### config.mk
export PLATFORM = sky130hd
export DESIGN_NAME = key_pio_debounce
export DESIGN_NICKNAME = d
export VERILOG_FILES = /design/src/rtl/key_pio_debounce.sv
export SDC_FILE = /design/constraint.sdc
export NUM_CORES = 1
export LEC_CHECK = 0
export ABC_CLOCK_PERIOD_IN_PS = 2050
export CORE_MARGIN = 10
export CORE_UTILIZATION = 53
export CTS_CLUSTER_DIAMETER = 80
export DETAILED_ROUTE_END_ITERATION = 10
export PLACE_DENSITY_LB_ADDON = 0.15
export SETUP_SLACK_MARGIN = 0.05
export SLEW_MARGIN = 20
export SYNTH_ARGS = -nofsm -noshare
export SYNTH_HDL_FRONTEND = slang
export SYNTH_SLANG_ARGS = --single-unit
### constraint.sdc
create_clock -name clk_clk -period 2.05 [get_ports clk_clk]
set_clock_uncertainty 0.15 [all_clocks]
set_input_delay 0.41 -clock clk_clk [delete_from_list [all_inputs] [get_ports clk_clk]]
set_output_delay 0.41 -clock clk_clk [all_outputs]
set_load 0.01 [all_outputs]
### src/rtl/key_pio_debounce.sv
// Avalon-MM input PIO for the board pushbuttons: 2-flop synchroniser, per-bit
// debounce, edge detect, write-1-to-clear edge capture and a maskable level irq.
module key_pio_debounce #(
    parameter int unsigned WIDTH           = 4,
    parameter int unsigned DEBOUNCE_CYCLES = 50000,
    parameter int unsigned CNT_W           = 16,
    parameter int unsigned EDGE_MODE       = 1,
    parameter bit          RESET_LEVEL     = 1'b1
) (
    input  logic             clk_clk,
    input  logic             reset_reset_n,
    input  logic [WIDTH-1:0] key_in,
    input  logic [1:0]       avs_address,
    input  logic             avs_read,
    input  logic             avs_write,
    input  logic [31:0]      avs_writedata,
    output logic [31:0]      avs_readdata,
    output logic             irq
);

    localparam int unsigned DATA_W = 32;
    localparam logic [WIDTH-1:0] RST_VEC = {WIDTH{RESET_LEVEL}};
    localparam logic [CNT_W-1:0] CNT_MAX = CNT_W'(DEBOUNCE_CYCLES - 1);

    localparam logic [1:0] ADDR_DATA  = 2'd0;
    localparam logic [1:0] ADDR_MASK  = 2'd2;
    localparam logic [1:0] ADDR_EDGE  = 2'd3;

    logic [WIDTH-1:0]  sync1_q, sync1_d;
    logic [WIDTH-1:0]  sync2_q, sync2_d;
    logic [WIDTH-1:0]  stable_q, stable_d;
    logic [WIDTH-1:0]  stable_dly_q, stable_dly_d;
    logic [CNT_W-1:0]  cnt_q [WIDTH];
    logic [CNT_W-1:0]  cnt_d [WIDTH];
    logic [WIDTH-1:0]  irqmask_q, irqmask_d;
    logic [WIDTH-1:0]  edgecap_q, edgecap_d;
    logic [DATA_W-1:0] readdata_q, readdata_d;
    logic              irq_q, irq_d;

    logic [WIDTH-1:0]  rise_c, fall_c, edge_sel_c, clr_c;
    logic              unused_wdata;

    // Writedata bits above WIDTH are architecturally ignored.
    assign unused_wdata = ^avs_writedata;

    // Synchroniser chain.
    always_comb begin
        sync1_d = key_in;
        sync2_d = sync1_q;
    end

    // Per-bit debounce: accept a new level only after DEBOUNCE_CYCLES differing samples.
    always_comb begin
        stable_d = stable_q;
        for (int i = 0; i < int'(WIDTH); i++) begin
            cnt_d[i] = cnt_q[i];
            if (sync2_q[i] == stable_q[i]) begin
                cnt_d[i] = '0;
            end else if (cnt_q[i] == CNT_MAX) begin
                stable_d[i] = sync2_q[i];
                cnt_d[i]    = '0;
            end else begin
                cnt_d[i] = cnt_q[i] + CNT_W'(1);
            end
        end
    end

    // Edge detection against the previous debounced value.
    always_comb begin
        stable_dly_d = stable_q;
        rise_c       = stable_q & ~stable_dly_q;
        fall_c       = ~stable_q & stable_dly_q;
        if (EDGE_MODE == 0) begin
            edge_sel_c = rise_c;
        end else if (EDGE_MODE == 1) begin
            edge_sel_c = fall_c;
        end else begin
            edge_sel_c = rise_c | fall_c;
        end
    end

    // Register file; a new edge wins over a simultaneous W1C clear.
    always_comb begin
        clr_c      = '0;
        irqmask_d  = irqmask_q;
        readdata_d = readdata_q;
        if (avs_write && (avs_address == ADDR_EDGE)) begin
            clr_c = avs_writedata[WIDTH-1:0];
        end
        if (avs_write && (avs_address == ADDR_MASK)) begin
            irqmask_d = avs_writedata[WIDTH-1:0];
        end
        edgecap_d = (edgecap_q & ~clr_c) | edge_sel_c;
        irq_d     = |(edgecap_q & irqmask_q);
        if (avs_read) begin
            case (avs_address)
                ADDR_DATA: readdata_d = DATA_W'(stable_q);
                ADDR_MASK: readdata_d = DATA_W'(irqmask_q);
                ADDR_EDGE: readdata_d = DATA_W'(edgecap_q);
                default:   readdata_d = '0;
            endcase
        end
    end

    always_ff @(posedge clk_clk or negedge reset_reset_n) begin
        if (!reset_reset_n) begin
            sync1_q      <= RST_VEC;
            sync2_q      <= RST_VEC;
            stable_q     <= RST_VEC;
            stable_dly_q <= RST_VEC;
            for (int i = 0; i < int'(WIDTH); i++) begin
                cnt_q[i] <= '0;
            end
            irqmask_q    <= '0;
            edgecap_q    <= '0;
            readdata_q   <= '0;
            irq_q        <= 1'b0;
        end else begin
            sync1_q      <= sync1_d;
            sync2_q      <= sync2_d;
            stable_q     <= stable_d;
            stable_dly_q <= stable_dly_d;
            for (int i = 0; i < int'(WIDTH); i++) begin
                cnt_q[i] <= cnt_d[i];
            end
            irqmask_q    <= irqmask_d;
            edgecap_q    <= edgecap_d;
            readdata_q   <= readdata_d;
            irq_q        <= irq_d;
        end
    end

    assign avs_readdata = readdata_q;
    assign irq          = irq_q;

endmodule

==> metrics.yaml <==
ctsHtreeMaxLevel: 3
drv_slew: 0
worst_path_max_delay_cell: "dfrtp_1"
yosysMostFrequentCell: "dfrtp_1"
post-cts-setup-buffers: 0
synth_area_um2: 4420
layout-drive-gt1-share: 0.104
nNetsFinal: 512
cts_tree: "done"
cp_max_fo: 15
path_class: "reg2reg"
yosysWarnings: 0
hpwl_mm: 5.68
yosysSeqAreaShare: 0.531
yosys.area.top_type: "dfrtp_1"
grt_pass1_wl_mm: 14.0
grt_pass1_vias: 2924
core_um2: 8180
ios: 75
ant_nets: 0
synth_edf_count: 0
async_reset_ff_frac: 1.00
crit_chain: "ha_1 > and3_1 > nand4_1 > nand2_2 > nor2_1"
synthTopCellsByCount: "dfrtp_1 (77), nor2_1 (74), xnor2_1 (41), buf_4 (28), nand3_1 (23)"
grtUsageTotal: 0.132
clkTransAtPathRegs_ns: 0.09
diodes: 0
dpl_worst_slack_ns: 0.128
area_growth_pct: 11.9
ir_drop_v: 0.000376
crit_path_start_kind: "flip-flop"
cts-root-buf: "clkbuf_8"
finalSetupViolCount: 0
drtPass1Iterations: 4
num_vias: 2980
gp_congestion: 0.820
drc_errors: 0
die_w_um: 111
cts_resized: 0
overflow: 0
max_cap_viol_count: 0
synth_area_leaders: "dfrtp_1 (44%), dfstp_2 (9.5%), xnor2_1 (8.1%)"
grt_antenna_before_repair: 0
synthDistinctLibCells: 36
clock-sinks: 93
io_buffers: 18
ys.flop_type: "dfrtp_1"
synth_top_area_frac: 0.436
initial_utilization: 0.541
cts-buffers-inserted: 9
clk_latency_ns: 0.36
cts.path.max_buffers: 2
fmax_mhz: 550
wl_mm: 7.87
fin_setup_tns_ns: 0
setup_ws_ns: 0.230
synth_seq_cells: 93
finalCriticalPeriod_ns: 1.82
num_rows: 33
die_area_um2: 12400
max_stage_delay_ns: 0.40
required_ns: 2.13
avgRoutedWirePerCell_um: 13.7
finalCritPeriodShare: 0.888
outcome: "finished, final reports clean"
end_kind: "flip-flop"
power_leakage_nw: 2.05
ctsHoldBuffers: 1
power_density_nw_per_um2: 729
rsz0062_at_grt: "false"
cp_data_arrival_time_ns: 1.90
die_h_um: 111
hold_viol_final: 0
syn_avg_cell_area_um2: 10.2
drt_iter0_drc: 78
synth_cells: 435
vias_per_cell: 5.17
grt_max_degree: 29
min_path_type: "reg2reg"
-- final cells by class --
class,instances,area (um2)
clock buffers,10,128
clock inverters,6,111
repair buffers,29,300
multi-input cells,316,1870
inverters,17,63.8
flip-flops and latches,93,2350
fillers,697,3230
well taps,105,131
-- placed cells by master (no fill, tap or decap), types with 2 or more instances in the layout --
cell | synthesis | final
xnor2_1 | 41 | 41
nand4_1 | 15 | 15
ha_1 | 4 | 4
o41ai_1 | 2 | 2
nand3_1 | 23 | 23
nor3_1 | 11 | 11
xor2_1 | 15 | 15
clkdlybuf4s50_1 | 0 | 17
clkbuf_8 | 0 | 9
mux2_2 | 4 | 4
or4b_1 | 2 | 2
conb_1 | 1 | 28
a21oi_1 | 8 | 8
dfstp_2 | 16 | 16
bufinv_16 | 0 | 3
nor4bb_1 | 8 | 8
and3_1 | 9 | 9
buf_4 | 28 | 8
nand2_1 | 21 | 21
o21ai_0 | 14 | 14
nor4b_1 | 4 | 4
nor4_1 | 13 | 13
a31oi_1 | 4 | 4
a22oi_1 | 2 | 2
dfrtp_1 | 77 | 77
buf_12 | 0 | 3
inv_1 | 17 | 17
mux2i_1 | 4 | 4
or3_1 | 3 | 3
nor2_1 | 74 | 74
-- power breakdown --
part	internal (mW)	leakage, nW	switching [mW]
Clock	0.810	0.116	0.619
Sequential	1.90	1.22	0.0436
Combinational	0.0987	0.714	0.140
-- layer usage --
metal | track usage | part of all wire | vias to the layer above
met2 | 0.192 | 0.44 | 60
met4 | 0.0548 | 0.018 | 0
met1 | 0.176 | 0.49 | 1417
met3 | 0.0422 | 0.059 | 12
li1 | - | - | 1491
met5 | 0 | 0 | -
-- cell families (layout without fill, tap and decap cells) --
logic type                 count (synthesis)  after routing  share of synthesized area
and+or+nand+nor                          190            190                      0.219
DFF                                       93             93                      0.531
xor gates and xnor gates                  56             56                      0.111
buffers and inverters                     53             62                     0.0699
AOI/OAI and AO/OA                         30             30                     0.0379
muxes                                      8              8                     0.0192
adders and majority gates                  4              4                     0.0113
other                                      1             28                   0.000848
-- worst max-delay path: cells and delay by family, from the launching register on --
kind | cells | cell delay, ns
and+or+nand+nor | 4 | 0.93
adders and majority gates | 1 | 0.21
DFF | 1 | 0.40
-- sequential cells by signal, indices dropped and copies added, names as in the netlist --
| name | cells |
|---|---|
| edgecap_q | 4 |
| avs_readdata | 4 |
| irqmask_q | 4 |
| irq | 1 |
| stable_dly_d | 4 |
| sync2_q | 4 |
| sync1_q | 4 |
| cnt_q | 64 |
| stable_dly_q | 4 |
-- per-stage QoR --
step / area [um2] / hold WS [ns] / instances / total power, mW / util
floorplan: 4520 / -0.0356 / 462 / 2.12 / -
global placement: 4700 / 0.195 / 559 / 2.21 / 0.575
detailed placement: 4700 / 0.200 / 559 / 2.21 / 0.575
CTS: 4950 / 0.213 / 576 / 3.66 / 0.605
global route: 4950 / 0.217 / 576 / 3.77 / 0.605
finish: 4950 / 0.212 / 576 / 3.61 / 0.605
-- final timing paths --
path / end / slack (ns) / depth (start not counted) / startpoint
min: sync2_q[2] / 0.21 / 0 / sync1_q[2]
max: cnt_q[28] / 0.23 / 5 / cnt_q[16]
max reg2reg: cnt_q[28] / 0.23 / 5 / cnt_q[16]
min reg2reg: sync2_q[2] / 0.21 / 0 / sync1_q[2]
max in group asynchronous: sync2_q[0] / 0.72 / 3 / reset_reset_n
min in group asynchronous: cnt_q[24] / 0.38 / 2 / reset_reset_n
Note: power is estimated with default switching activity, not from simulation.
